===== src/rtl/apb4_reg_bank_pkg.sv =====
// Shared definitions for the APB4 register bank: address map constants,
// identification values, FSM state type and the ID lookup helper.
package apb4_reg_bank_pkg;

  localparam logic [11:0] CTRL_OFFSET = 12'hF00;
  localparam logic [11:0] ID_BASE     = 12'hFD0;

  localparam logic [7:0] PID4 = 8'h04;
  localparam logic [7:0] PID5 = 8'h00;
  localparam logic [7:0] PID6 = 8'h00;
  localparam logic [7:0] PID7 = 8'h00;
  localparam logic [7:0] PID0 = 8'h19;
  localparam logic [7:0] PID1 = 8'hB8;
  localparam logic [7:0] PID2 = 8'h1B;
  localparam logic [7:0] CID0 = 8'h0D;
  localparam logic [7:0] CID1 = 8'hF0;
  localparam logic [7:0] CID2 = 8'h05;
  localparam logic [7:0] CID3 = 8'hB1;

  typedef enum logic [0:0] {
    IDLE   = 1'b0,
    ACCESS = 1'b1
  } state_t;

  // Word index bits [3:0] within 0xFD0..0xFFC select PID4..7, PID0..3, CID0..3.
  function automatic logic [31:0] id_lookup(input logic [3:0] sel, input logic [3:0] eco);
    logic [31:0] val;
    case (sel)
      4'h4:    val = {24'h000000, PID4};
      4'h5:    val = {24'h000000, PID5};
      4'h6:    val = {24'h000000, PID6};
      4'h7:    val = {24'h000000, PID7};
      4'h8:    val = {24'h000000, PID0};
      4'h9:    val = {24'h000000, PID1};
      4'hA:    val = {24'h000000, PID2};
      4'hB:    val = {24'h000000, eco, 4'h0};
      4'hC:    val = {24'h000000, CID0};
      4'hD:    val = {24'h000000, CID1};
      4'hE:    val = {24'h000000, CID2};
      4'hF:    val = {24'h000000, CID3};
      default: val = 32'h00000000;
    endcase
    return val;
  endfunction

endpackage


===== src/rtl/apb4_reg_bank_if.sv =====
// APB4 completer-side bus bundle for the register bank.
interface apb4_reg_bank_if #(
  parameter int ADDRWIDTH = 12
);
  logic                 psel;
  logic                 penable;
  logic                 pwrite;
  logic [ADDRWIDTH-1:0] paddr;
  logic [31:0]          pwdata;
  logic [3:0]           pstrb;
  logic [2:0]           pprot;
  logic [31:0]          prdata;
  logic                 pready;
  logic                 pslverr;

  modport master (
    output psel, penable, pwrite, paddr, pwdata, pstrb, pprot,
    input  prdata, pready, pslverr
  );

  modport slave (
    input  psel, penable, pwrite, paddr, pwdata, pstrb, pprot,
    output prdata, pready, pslverr
  );
endinterface


===== src/rtl/apb4_wait_ctrl.sv =====
// Transfer sequencer: tracks setup/access phases and inserts WAIT_CYCLES
// wait states before signalling completion.
module apb4_wait_ctrl
  import apb4_reg_bank_pkg::*;
#(
  parameter int WAIT_CYCLES = 0
) (
  input  logic pclk,
  input  logic presetn,
  input  logic psel,
  input  logic penable,
  output logic pready,
  output logic commit
);

  localparam logic [3:0] WAIT_LOAD = 4'(WAIT_CYCLES);

  state_t     state_r;
  state_t     state_nxt_s;
  logic [3:0] cnt_r;
  logic [3:0] cnt_nxt_s;

  // State and wait counter registers.
  always_ff @(posedge pclk or negedge presetn) begin
    if (!presetn) begin
      state_r <= IDLE;
      cnt_r   <= 4'h0;
    end else begin
      state_r <= state_nxt_s;
      cnt_r   <= cnt_nxt_s;
    end
  end

  // Next-state logic; access phase without prior setup is ignored in IDLE.
  always_comb begin
    state_nxt_s = state_r;
    cnt_nxt_s   = cnt_r;
    case (state_r)
      IDLE: begin
        if (psel && !penable) begin
          state_nxt_s = ACCESS;
          cnt_nxt_s   = WAIT_LOAD;
        end else begin
          state_nxt_s = IDLE;
          cnt_nxt_s   = 4'h0;
        end
      end
      ACCESS: begin
        if (!psel) begin
          state_nxt_s = IDLE;
          cnt_nxt_s   = 4'h0;
        end else if (cnt_r != 4'h0) begin
          state_nxt_s = ACCESS;
          cnt_nxt_s   = cnt_r - 4'h1;
        end else if (!penable) begin
          state_nxt_s = ACCESS;
          cnt_nxt_s   = WAIT_LOAD;
        end else begin
          state_nxt_s = IDLE;
          cnt_nxt_s   = 4'h0;
        end
      end
      default: begin
        state_nxt_s = IDLE;
        cnt_nxt_s   = 4'h0;
      end
    endcase
  end

  // Completion: last access cycle with the transfer still selected.
  always_comb begin
    pready = 1'b0;
    commit = 1'b0;
    if ((state_r == ACCESS) && (cnt_r == 4'h0) && psel && penable) begin
      pready = 1'b1;
      commit = 1'b1;
    end else begin
      pready = 1'b0;
      commit = 1'b0;
    end
  end

endmodule


===== src/rtl/apb4_reg_bank.sv =====
// APB4 register bank: NUM_REGS byte-strobed data registers, a lockable
// control register with privilege gating, and the PID/CID block.
module apb4_reg_bank
  import apb4_reg_bank_pkg::*;
#(
  parameter int ADDRWIDTH   = 12,
  parameter int NUM_REGS    = 8,
  parameter int WAIT_CYCLES = 0
) (
  input  logic                    pclk,
  input  logic                    presetn,
  apb4_reg_bank_if.slave          apb,
  input  logic [3:0]              ecorevnum,
  output logic [32*NUM_REGS-1:0]  reg_out,
  output logic [NUM_REGS-1:0]     wr_pulse
);

  logic [ADDRWIDTH-1:0] paddr_s;
  logic [9:0]           word_idx_s;
  logic                 upper_zero_s;
  logic                 data_hit_s;
  logic                 ctrl_hit_s;
  logic                 id_hit_s;
  logic                 err_s;
  logic                 pready_s;
  logic                 commit_s;
  logic                 wr_en_s;
  logic [31:0]          rdata_s;
  logic                 lock_r;
  logic                 priv_r;
  logic                 unused_s;

  assign paddr_s      = apb.paddr;
  assign word_idx_s   = paddr_s[11:2];
  assign upper_zero_s = ((paddr_s >> 12) == {ADDRWIDTH{1'b0}});
  assign data_hit_s   = upper_zero_s && (word_idx_s < 10'(NUM_REGS));
  assign ctrl_hit_s   = upper_zero_s && (word_idx_s == CTRL_OFFSET[11:2]);
  assign id_hit_s     = upper_zero_s && (word_idx_s >= ID_BASE[11:2]);
  assign unused_s     = &{1'b0, paddr_s[1:0], apb.pprot[2:1]};

  apb4_wait_ctrl #(
    .WAIT_CYCLES(WAIT_CYCLES)
  ) u_wait_ctrl (
    .pclk    (pclk),
    .presetn (presetn),
    .psel    (apb.psel),
    .penable (apb.penable),
    .pready  (pready_s),
    .commit  (commit_s)
  );

  // Error classification for the transfer currently on the bus.
  always_comb begin
    err_s = 1'b0;
    if (!(data_hit_s || ctrl_hit_s || id_hit_s)) begin
      err_s = 1'b1;
    end else if (apb.pwrite && id_hit_s) begin
      err_s = 1'b1;
    end else if (apb.pwrite && data_hit_s && lock_r) begin
      err_s = 1'b1;
    end else if (priv_r && !apb.pprot[0]) begin
      err_s = 1'b1;
    end else begin
      err_s = 1'b0;
    end
  end

  assign wr_en_s = commit_s && apb.pwrite && !err_s;

  // CTRL: LOCK is sticky until reset, PRIV freezes once LOCK is set.
  always_ff @(posedge pclk or negedge presetn) begin
    if (!presetn) begin
      lock_r <= 1'b0;
      priv_r <= 1'b0;
    end else if (wr_en_s && ctrl_hit_s && apb.pstrb[0]) begin
      lock_r <= lock_r | apb.pwdata[0];
      if (!lock_r) begin
        priv_r <= apb.pwdata[1];
      end
    end
  end

  for (genvar gi = 0; gi < NUM_REGS; gi++) begin : g_reg
    logic [31:0] data_r;
    logic        pulse_r;
    logic        hit_s;

    assign hit_s = wr_en_s && data_hit_s && (word_idx_s == 10'(gi)) && (apb.pstrb != 4'h0);

    // Byte-strobed data register with a one-cycle update strobe.
    always_ff @(posedge pclk or negedge presetn) begin
      if (!presetn) begin
        data_r  <= 32'h00000000;
        pulse_r <= 1'b0;
      end else begin
        pulse_r <= hit_s;
        if (hit_s) begin
          for (int b = 0; b < 4; b++) begin
            if (apb.pstrb[b]) begin
              data_r[8*b +: 8] <= apb.pwdata[8*b +: 8];
            end
          end
        end
      end
    end

    assign reg_out[32*gi +: 32] = data_r;
    assign wr_pulse[gi]         = pulse_r;
  end

  // Read mux over data registers, CTRL and the ID block.
  always_comb begin
    rdata_s = 32'h00000000;
    if (data_hit_s) begin
      for (int i = 0; i < NUM_REGS; i++) begin
        rdata_s = rdata_s | ((word_idx_s == 10'(i)) ? reg_out[32*i +: 32] : 32'h00000000);
      end
    end else if (ctrl_hit_s) begin
      rdata_s = {30'h00000000, priv_r, lock_r};
    end else if (id_hit_s) begin
      rdata_s = id_lookup(word_idx_s[3:0], ecorevnum);
    end else begin
      rdata_s = 32'h00000000;
    end
  end

  assign apb.pready  = pready_s;
  assign apb.pslverr = pready_s && err_s;
  assign apb.prdata  = (pready_s && !apb.pwrite && !err_s) ? rdata_s : 32'h00000000;

endmodule


===== src/flat_wrapper.sv =====
// flat-port wrapper written by rule: the top's interface ports become plain ports
module apb4_reg_bank_flat import apb4_reg_bank_pkg::*;
#(
  parameter int ADDRWIDTH   = 12,
  parameter int NUM_REGS    = 8,
  parameter int WAIT_CYCLES = 0
)
  (pclk, presetn, ecorevnum, reg_out, wr_pulse, apb_psel, apb_penable, apb_pwrite, apb_paddr, apb_pwdata, apb_pstrb, apb_pprot, apb_prdata, apb_pready, apb_pslverr);
  apb4_reg_bank_if #(.ADDRWIDTH(ADDRWIDTH)) apb_i ();
  input  logic pclk;
  input  logic presetn;
  input  logic [3:0] ecorevnum;
  output logic [32*NUM_REGS-1:0] reg_out;
  output logic [NUM_REGS-1:0] wr_pulse;
  input wire logic [$bits(apb_i.psel)-1:0] apb_psel;
  input wire logic [$bits(apb_i.penable)-1:0] apb_penable;
  input wire logic [$bits(apb_i.pwrite)-1:0] apb_pwrite;
  input wire logic [$bits(apb_i.paddr)-1:0] apb_paddr;
  input wire logic [$bits(apb_i.pwdata)-1:0] apb_pwdata;
  input wire logic [$bits(apb_i.pstrb)-1:0] apb_pstrb;
  input wire logic [$bits(apb_i.pprot)-1:0] apb_pprot;
  output wire logic [$bits(apb_i.prdata)-1:0] apb_prdata;
  output wire logic [$bits(apb_i.pready)-1:0] apb_pready;
  output wire logic [$bits(apb_i.pslverr)-1:0] apb_pslverr;
  assign apb_i.psel = apb_psel;
  assign apb_i.penable = apb_penable;
  assign apb_i.pwrite = apb_pwrite;
  assign apb_i.paddr = apb_paddr;
  assign apb_i.pwdata = apb_pwdata;
  assign apb_i.pstrb = apb_pstrb;
  assign apb_i.pprot = apb_pprot;
  assign apb_prdata = apb_i.prdata;
  assign apb_pready = apb_i.pready;
  assign apb_pslverr = apb_i.pslverr;
  apb4_reg_bank #(.ADDRWIDTH(ADDRWIDTH), .NUM_REGS(NUM_REGS), .WAIT_CYCLES(WAIT_CYCLES)) u_core (.pclk(pclk), .presetn(presetn), .apb(apb_i), .ecorevnum(ecorevnum), .reg_out(reg_out), .wr_pulse(wr_pulse));
endmodule

===== config.mk =====
export PLATFORM = sky130hd
export DESIGN_NAME = apb4_reg_bank_flat
export DESIGN_NICKNAME = d
export VERILOG_FILES = /design/src/rtl/apb4_reg_bank_pkg.sv /design/src/rtl/apb4_reg_bank_if.sv /design/src/rtl/apb4_wait_ctrl.sv /design/src/rtl/apb4_reg_bank.sv /design/src/flat_wrapper.sv
export SDC_FILE = /design/constraint.sdc
export NUM_CORES = 1
export LEC_CHECK = 0
export BUFFER_PORTS_ARGS = -buffer_cell sky130_fd_sc_hd__buf_2
export CORE_UTILIZATION = 45
export CTS_BUF_LIST = sky130_fd_sc_hd__clkbuf_8
export DETAILED_ROUTE_END_ITERATION = 8
export MAX_ROUTING_LAYER = met4
export PLACE_DENSITY = 0.71
export SLEW_MARGIN = 20
export SYNTH_ARGS = -nofsm -noshare
export SYNTH_HDL_FRONTEND = slang
export SYNTH_SLANG_ARGS = --single-unit

===== constraint.sdc =====
create_clock -name pclk -period 5.2 [get_ports pclk]
set_clock_uncertainty 0.1 [all_clocks]
set_input_delay 1.04 -clock pclk [delete_from_list [all_inputs] [get_ports pclk]]
set_output_delay 1.04 -clock pclk [all_outputs]
set_load 0.05 [all_outputs]

==> results of run 1 <==
worst max-delay path by stage:
stage,to,slack [ps],cells past startpoint,startpoint
after floorplan,apb_prdata[1],240,7,apb_paddr[9]
after global placement,apb_prdata[29],580,8,apb_paddr[10]
after detailed placement,apb_prdata[29],610,8,apb_paddr[10]
after CTS,apb_prdata[29],590,8,apb_paddr[10]
after global routing,apb_prdata[29],520,8,apb_paddr[10]
final,apb_prdata[15],590,8,apb_paddr[10]
final cells by class:
| type | instances | area (sq um) | area share |
|---|---|---|---|
| sequential | 271 | 6780 | 0.428 |
| multi-input combinational | 614 | 5520 | 0.349 |
| timing repair buffer | 388 | 2080 | 0.131 |
| clock buffer | 58 | 798 | 0.0504 |
| tap | 372 | 465 | 0.0294 |
| clock inverter | 26 | 163 | 0.0103 |
| inverter | 4 | 15.0 | 0.000949 |
| antenna | 4 | 10.0 | 0.000632 |
worst max-delay path: cells and delay by family:
kind | cells | cell delay (ps)
AO/OA/AOI/OAI | 3 | 370
buffers and inverters | 3 | 670
AND/OR/NAND/NOR | 2 | 1380
cell families after synthesis:
kind of cell / count (synthesis) / share of synthesized area
mux: 292 / 0.269
flops: 271 / 0.543
compound gates: 159 / 0.0934
simple gates: 159 / 0.0716
buf+inv: 54 / 0.0206
xor+xnor: 2 / 0.00140
fa+ha+maj: 2 / 0.00180
power by group:
group / switching (mW) / total (mW) / internal [mW]
combinational: 0.130 / 0.171 / 0.0409
sequential: 0.000493 / 2.11 / 2.11
clock: 0.871 / 1.97 / 1.10
through the flow:
stage               cell area, sq um  setup WS [ps]  power (mW)
detailed placement             14900            610        2.32
CTS                            15800            592        4.29
floorplan                      12500            241        2.20
finish                         15800            590        4.26
global placement               14900            584        2.32
global route                   15800            521        4.40
placed cells by master (no fill, tap or decap), drive strengths merged, types with 4 or more instances in the layout:
cell,synthesis,routed
nor4,4,4
a22oi,56,56
and2,7,7
mux2i,14,14
a211oi,4,4
or4,5,5
a31oi,17,17
diode,0,4
clkinv,0,4
nand3,18,18
nor3,17,17
a21oi,19,19
nor2b,5,5
nand4,4,4
inv,4,22
a22o,9,9
clkbuf,24,58
nand2,48,48
o32ai,4,4
mux4,7,7
buf,26,388
a221oi,18,18
mux2,271,271
o21ai,13,13
dfrtp,271,271
nand2b,4,4
nor2,35,35
routing by layer:
layer  wire (um)  global-route usage  share of wire
met2       20700               0.494           0.47
met5           0                   -              0
met3        3380              0.0701          0.077
met1       17900               0.399           0.41
met4        1960               0.138          0.045
state kept, by name, indices dropped and copies added (netlist names):
| name | flops |
|---|---|
| u_core.u_wait_ctrl.state_r | 1 |
| u_core.u_wait_ctrl.cnt_r | 4 |
| u_core.priv_r | 1 |
| u_core.lock_r | 1 |
| u_core.g.data_r | 256 |
| u_core.g.pulse_r | 8 |
Yosys cell counts, drive strengths merged (9+ instances only):
| master | n |
|---|---|
| clkbuf | 24 |
| nand3 | 18 |
| buf | 26 |
| a221oi | 18 |
| nand2 | 48 |
| a21oi | 19 |
| nor3 | 17 |
| a22o | 9 |
| mux2 | 271 |
| a31oi | 17 |
| dfrtp | 271 |
| o21ai | 13 |
| a22oi | 56 |
| mux2i | 14 |
| nor2 | 35 |
==> impl_metrics.ini, run 1 <==
[final_layout]
final_util = 0.584
final-instance-count-excl-fill = 1737
final_net_count = 1387
fillers = 2316
area_growth_syn_to_layout_pct = 26.6
drive_above_1_share = 0.553

[sta]
worstMarginPinSlew_ps = 979
slew-limit-headroom = 0.347
fin_tns_setup_ps = 0
finalSetupViolations = 0
hold_viol = 0
min_period_ps = 4610
max_freq_mhz = 217
fin_crit_sh = 0.887
final-max-slew-violation-count = 0
rsz0062_at_grt = false
hold_slack_ps = 366

[grt]
grt_pass1_wl_um = 64700
antenna_found_initial = 2
grt_pass1_vias = 10200
grt_overflow = 0
grt_max_degree = 125
grt_usage = 0.317

[setup_path]
cpMostUsedCell = buf_2
critical_path.max_fanout = 10
cp_slowest_stage_delay_ps = 820
reg2reg_from = u_core.u_wait_ctrl.cnt_r[0]
rr_worst_depth = 7
worstPathArrival_ps = 3470
reg2reg_to = u_core.g_reg[6].data_r[4]
crit_chain = buf_2, or4_1, nor3_2, buf_12, a22o_1, a221oi_1, a31oi_1, buf_2
path_class = primary input to primary output
startpoint_type = primary input
crit_path_top_delay_cell = or4_1
worstPathRequired_ps = 4060
regToRegSetupSlack_ps = 1710
end_kind = primary output

[floorplan]
die_x_um = 169
dieArea_sq_mm = 0.0284
fp.dieH_um = 169
row_count = 60
initial_core_util = 0.461
boundaryPins = 358
core_area_sq_mm = 0.0271

[detailed_routing]
drt_iter0_drc = 756
drcViolationCount = 0
vias = 10200
firstDrtPassIters = 5
viasPerCell = 5.87
wl_per_cell_um = 25.3
ant_nets = 0
routed_wl_um = 43900

[place]
dp.cells = 1649
numPortBuffers = 353
gp_congestion = 0.855
dp_hpwl_um = 30500

[yosys]
yosys.area.top_type_share = 0.543
synth_seq_area_share = 0.543
synth.avg_cell_area_sq_um = 13.3
syn_inst = 939
yosysTopAreaCell = dfrtp_1
ys_types = 61
ys_ff_latch = 271
synth_fp_nets = 1000
synth_warnings = 0
syn_area_sq_mm = 0.0125
synth_ff_type = dfrtp_1
synthTopCellsByArea = dfrtp_1 (54%), mux2_2 (24%), a22oi_1 (3.4%), nand2_1 (1.3%), a221oi_1 (1.3%)
synth_edf_count = 0
synthArstFlopShare = 1.00

[clock_network]
clkLatencyLatePin_ps = 550
cts-resized-gates = 0
hold_buffers = 0
ctsHtreeMaxLevel = 2
post_cts_buffers = 0
clkTransAtPathRegs_ps = 60
cts_buffers = 47
cts_tree = built
clock_path_buffers = 3
cts_sinks = 271
cts_root_buf = clkbuf_8

[pwr]
peakVddDrop_mv = 0.212
leakage_nw = 8.62
power_density_mw_per_mm2 = 269

[hold_path]
worstHoldPathType = register to register
worstHoldEndpoint = u_core.u_wait_ctrl.cnt_r[0]
hp-start = u_core.u_wait_ctrl.cnt_r[0]
holdPathStages = 1

[run_status]
status = finished clean

[job]
max_cap_viol_count = 0
(Power assumes the default switching activity.)
==> run 2, diff against run 1 <==
RECOVER_POWER = 100   (was unset)
SKIP_CTS_REPAIR_TIMING = 1   (was unset)
==> run 2 against run 1 <==
  * The flow now finishes with violations (max-capacitance violations, max-slew violations)
  * Die area stayed put
  * Critical path depth rose by 1
  * Core utilization decreased by 1.6 points
  * Count of clock-buffer cells in the layout is the same
  * Cell area decreased by 2.8%
  * Worst hold slack hardly changed
  * Wire length fell by 0.18%
  * First-iteration DRC count up 5.7%
  * Sequential power barely moved
  * Total power about the same
  * Sequential share of layout area is 1.2 points higher
  * Highest routed layer unchanged
==> impl_metrics.ini, run 2 (synthesis gave the netlist of run 1 again) <==
[grt]
grt_pass1_vias = 10200
grt_usage = 0.317
grt_max_degree = 125
antenna_found_initial = 2
grt_pass1_wl_um = 64700
grt_overflow = 0

[sta]
finalSetupViolations = 0
worstMarginPinSlew_ps = 3120
final-max-slew-violation-count = 124
fin_tns_setup_ps = 0
min_period_ps = 4890
slew-limit-headroom = -1.08
rsz0062_at_grt = false
fin_crit_sh = 0.940
hold_viol = 0
max_freq_mhz = 205

[setup_path]
worstPathArrival_ps = 3750
crit_chain = clkbuf_1, buf_4, nand2b_1, nor3_2, buf_12, a22o_1, a221oi_1, a31oi_1, clkbuf_2
startpoint_type = primary input
end_kind = primary output
worstPathRequired_ps = 4060
cp_slowest_stage_delay_ps = 700
crit_path_top_delay_cell = clkbuf_1
path_class = primary input to primary output
critical_path.max_fanout = 12

[run_status]
status = complete, but fails checks
violations = max-capacitance violations, max-slew violations

[floorplan]
dieArea_sq_mm = 0.0284
fp.dieH_um = 169
die_x_um = 169
core_area_sq_mm = 0.0271
row_count = 60
boundaryPins = 358
initial_core_util = 0.461

[final_layout]
fillers = 2469
largest_reg_flops = 256
drive_above_1_share = 0.339
final_net_count = 1387
top_regs = u_core.g.data_r (256), u_core.g.pulse_r (8), u_core.u_wait_ctrl.cnt_r (4)
top_register = u_core.g.data_r
mostFrequentLayoutCells = clkbuf_1 (277), dfrtp_1 (271), mux2_2 (262)
final_common_cell = clkbuf_1
area_growth_syn_to_layout_pct = 23.1

[pwr]
leakage_nw = 7.33
peakVddDrop_mv = 0.211
power_density_mw_per_mm2 = 276
total_power_mw = 4.25

[clock_network]
cts_sinks = 271
cts_buffers = 47
clkLatencyLatePin_ps = 550
ctsHtreeMaxLevel = 2
clkTransAtPathRegs_ps = 60
cts_tree = built
clock_path_buffers = 3
cts_root_buf = clkbuf_8

[detailed_routing]
vias = 10200
viasPerCell = 5.88
drt_iter0_drc = 799
wl_per_cell_um = 25.3
firstDrtPassIters = 5
ant_nets = 0
routed_wl_um = 43900
drcViolationCount = 0

[job]
max_cap_viol_count = 1

[place]
gp_congestion = 0.855
dp_hpwl_um = 30500
numPortBuffers = 353

[hold_path]
worstHoldPathType = register to register
==> run 2: cell types whose count changed in the layout (fill, tap and decap cells not counted), sizes merged <==
cell | before | now
buf | 388 | 104
clkbuf | 58 | 342
diode | 4 | 3
==> run 2: metrics by stage <==
step                hold slack, ps  area (sq um)  utilization  setup slack [ps]  instances
floorplan                      327         12500            -               241        939
global placement               346         14900        0.548               584       1649
detailed placement             363         14900        0.548               610       1649
CTS                            370         15800        0.584               592       1733
global route                   398         15400        0.568               270       1735
finish                         366         15400        0.568               314       1736
==> run 2: layout make-up <==
class                           count  area [sq um]  share of cell area
Antenna cell                        3          7.51            0.000488
Clock buffer                       58           798              0.0519
Clock inverter                     26           163              0.0106
Inverter                            4          15.0            0.000976
Multi-Input combinational cell    614          5450               0.354
Sequential cell                   271          6780               0.441
Tap cell                          372           465              0.0302
Timing Repair Buffer              388          1710               0.111
==> run 2: routing by layer <==
metal | GRT usage | share of wire | vias up
li1 | - | - | 4336
met1 | 0.399 | 0.40 | 5219
met2 | 0.494 | 0.47 | 513
met3 | 0.0701 | 0.080 | 137
met4 | 0.138 | 0.045 | 0
met5 | - | 0 | -
==> run 2: power by group <==
| part | switching [mW] | internal [mW] | total (mW) |
|---|---|---|---|
| clock network | 0.872 | 1.10 | 1.97 |
| logic | 0.128 | 0.0386 | 0.167 |
| registers | 0.000502 | 2.11 | 2.11 |
| total | 1.00 | 3.25 | 4.25 |
==> run 2: path summary, 6_finish.rpt <==
kind	start	to	slack [ps]	cells after the start
setup reg to reg	u_core.u_wait_ctrl.cnt_r[0]	u_core.g_reg[7].data_r[22]	1580	7
setup / recovery	apb_paddr[2]	apb_prdata[15]	310	9
hold reg to reg	u_core.u_wait_ctrl.cnt_r[0]	u_core.u_wait_ctrl.cnt_r[0]	370	1
max in group asynchronous	presetn	u_core.g_reg[4].data_r[12]	1290	2
min in group asynchronous	presetn	u_core.g_reg[6].data_r[5]	1380	1
hold / removal	u_core.u_wait_ctrl.cnt_r[0]	u_core.u_wait_ctrl.cnt_r[0]	370	1
==> run 2: worst max-delay path: cells and delay by family <==
family,cells,cell delay (ps)
AO/OA/AOI/OAI,3,350
buffers and inverters,4,1620
AND/OR/NAND/NOR,2,700
==> run 3, diff against run 2 <==
CORE_UTILIZATION = 39   (was 45)
PLACE_DENSITY = unset   (was 0.71)
RECOVER_POWER = 25   (was 100)
==> run 3 against run 2 <==
  * Combinational power up 2%
  * Highest routed layer unchanged
  * Total power rose by 0.95%
  * Setup slack improved by 150 ps
  * The flow still finishes with violations (max-capacitance violations, max-slew violations)
  * Sequential share of layout area fell by 1.4 points
  * Flip-flop and latch count is the same
  * Clock power up 2%
  * Critical endpoint is now apb_prdata[5]
  * Core utilization fell by 6.5 points
==> impl_metrics.ini, run 3 (synthesis gave the netlist of run 1 again) <==
[clock_network]
cts_root_buf = clkbuf_8
cts_tree = built
cts_buffers = 48
clkLatencyLatePin_ps = 570
ctsHtreeMaxLevel = 2
cts_sinks = 271
clock_path_buffers = 3
clkTransAtPathRegs_ps = 60

[place]
dp_hpwl_um = 31600
numPortBuffers = 353
gp_congestion = 0.849

[run_status]
violations = max-capacitance violations, max-slew violations
status = complete, but fails checks

[setup_path]
end_kind = primary output
path_class = primary input to primary output
worstPathArrival_ps = 3590
critical_path.max_fanout = 10
worstPathRequired_ps = 4060
startpoint_type = primary input

[sta]
fin_crit_sh = 0.910
hold_slack_ps = 374
slew-limit-headroom = -1.17
rsz0062_at_grt = false
finalSetupViolations = 0
worstMarginPinSlew_ps = 3250
max_freq_mhz = 211
min_period_ps = 4730
fin_tns_setup_ps = 0
hold_viol = 0
final-max-slew-violation-count = 127

[floorplan]
row_count = 65
initial_core_util = 0.396
boundaryPins = 358
die_x_um = 181
dieArea_sq_mm = 0.0328
fp.dieH_um = 181
core_area_sq_mm = 0.0316

[detailed_routing]
wl_per_cell_um = 25.7
routed_wl_um = 45500
ant_nets = 0
firstDrtPassIters = 5
vias = 10000
drt_iter0_drc = 554
drcViolationCount = 0
viasPerCell = 5.67

[final_layout]
largest_reg_flops = 256
fillers = 2923
final_common_cell = buf_2
top_regs = u_core.g.data_r (256), u_core.g.pulse_r (8), u_core.u_wait_ctrl.cnt_r (4)
mostFrequentLayoutCells = buf_2 (351), dfrtp_1 (271), mux2_2 (262)
final_util = 0.503
regArea_sq_mm = 0.00678
drive_above_1_share = 0.553
multi_input_area_sq_mm = 0.00552
top_register = u_core.g.data_r
area_growth_syn_to_layout_pct = 27.0
final_net_count = 1389

[grt]
grt_overflow = 0
grt_pass1_wl_um = 66800
antenna_found_initial = 0
grt_max_degree = 127
grt_pass1_vias = 10000
grt_usage = 0.284

[pwr]
peakVddDrop_mv = 0.170
leakage_nw = 8.65
power_density_mw_per_mm2 = 270

[job]
max_cap_viol_count = 1

[hold_path]
worstHoldPathType = register to register
## run 3: path summary, 6_finish.rpt
check / start / end / slack [ps] / cells past startpoint
max reg2reg: u_core.u_wait_ctrl.cnt_r[0] / u_core.g_reg[6].data_r[2] / 1680 / 7
min reg2reg: u_core.u_wait_ctrl.cnt_r[0] / u_core.u_wait_ctrl.cnt_r[0] / 370 / 1
min in group asynchronous: presetn / u_core.g_reg[4].data_r[4] / 1380 / 1
max in group asynchronous: presetn / u_core.g_reg[7].data_r[1] / 950 / 2
max: apb_paddr[9] / apb_prdata[5] / 470 / 8
min: u_core.u_wait_ctrl.cnt_r[0] / u_core.u_wait_ctrl.cnt_r[0] / 370 / 1
## run 3: stage by stage
stage | std cells | cell area (sq um) | setup slack, ps | total power, mW
after floorplan | 939 | 12500 | 241 | 2.20
after global placement | 1680 | 14900 | 503 | 2.32
after detailed placement | 1680 | 14900 | 505 | 2.32
after CTS | 1769 | 15900 | 496 | 4.34
after global routing | 1769 | 15900 | 320 | 4.44
final | 1770 | 15900 | 467 | 4.29
## run 3: worst max-delay path, stage by stage
cell	delay [ps]
buf_2	120
or4_1	850
nor2_1	640
buf_4	280
a22oi_1	70
o21ai_0	120
o2bb2ai_1	170
buf_2	290
## run 3: area by class of cell
class | instances | share of cell area
sequential | 271 | 0.427
multi-input combinational | 614 | 0.347
timing repair buffer | 389 | 0.131
clock buffer | 61 | 0.0529
tap | 402 | 0.0317
clock inverter | 28 | 0.00906
inverter | 4 | 0.000946
antenna | 1 | 0.000158
## run 3: layer usage
metal,vias up,GRT usage,share of wire
met2,423,0.450,0.48
li1,4351,-,-
met5,-,-,0
met1,5177,0.370,0.43
met4,0,0.0841,0.029
met3,84,0.0572,0.064
## run 3: power by group
| part | switching, mW | total (mW) | internal, mW |
|---|---|---|---|
| clock | 0.908 | 2.01 | 1.10 |
| sequential | 0.000483 | 2.11 | 2.11 |
| combinational | 0.131 | 0.171 | 0.0395 |
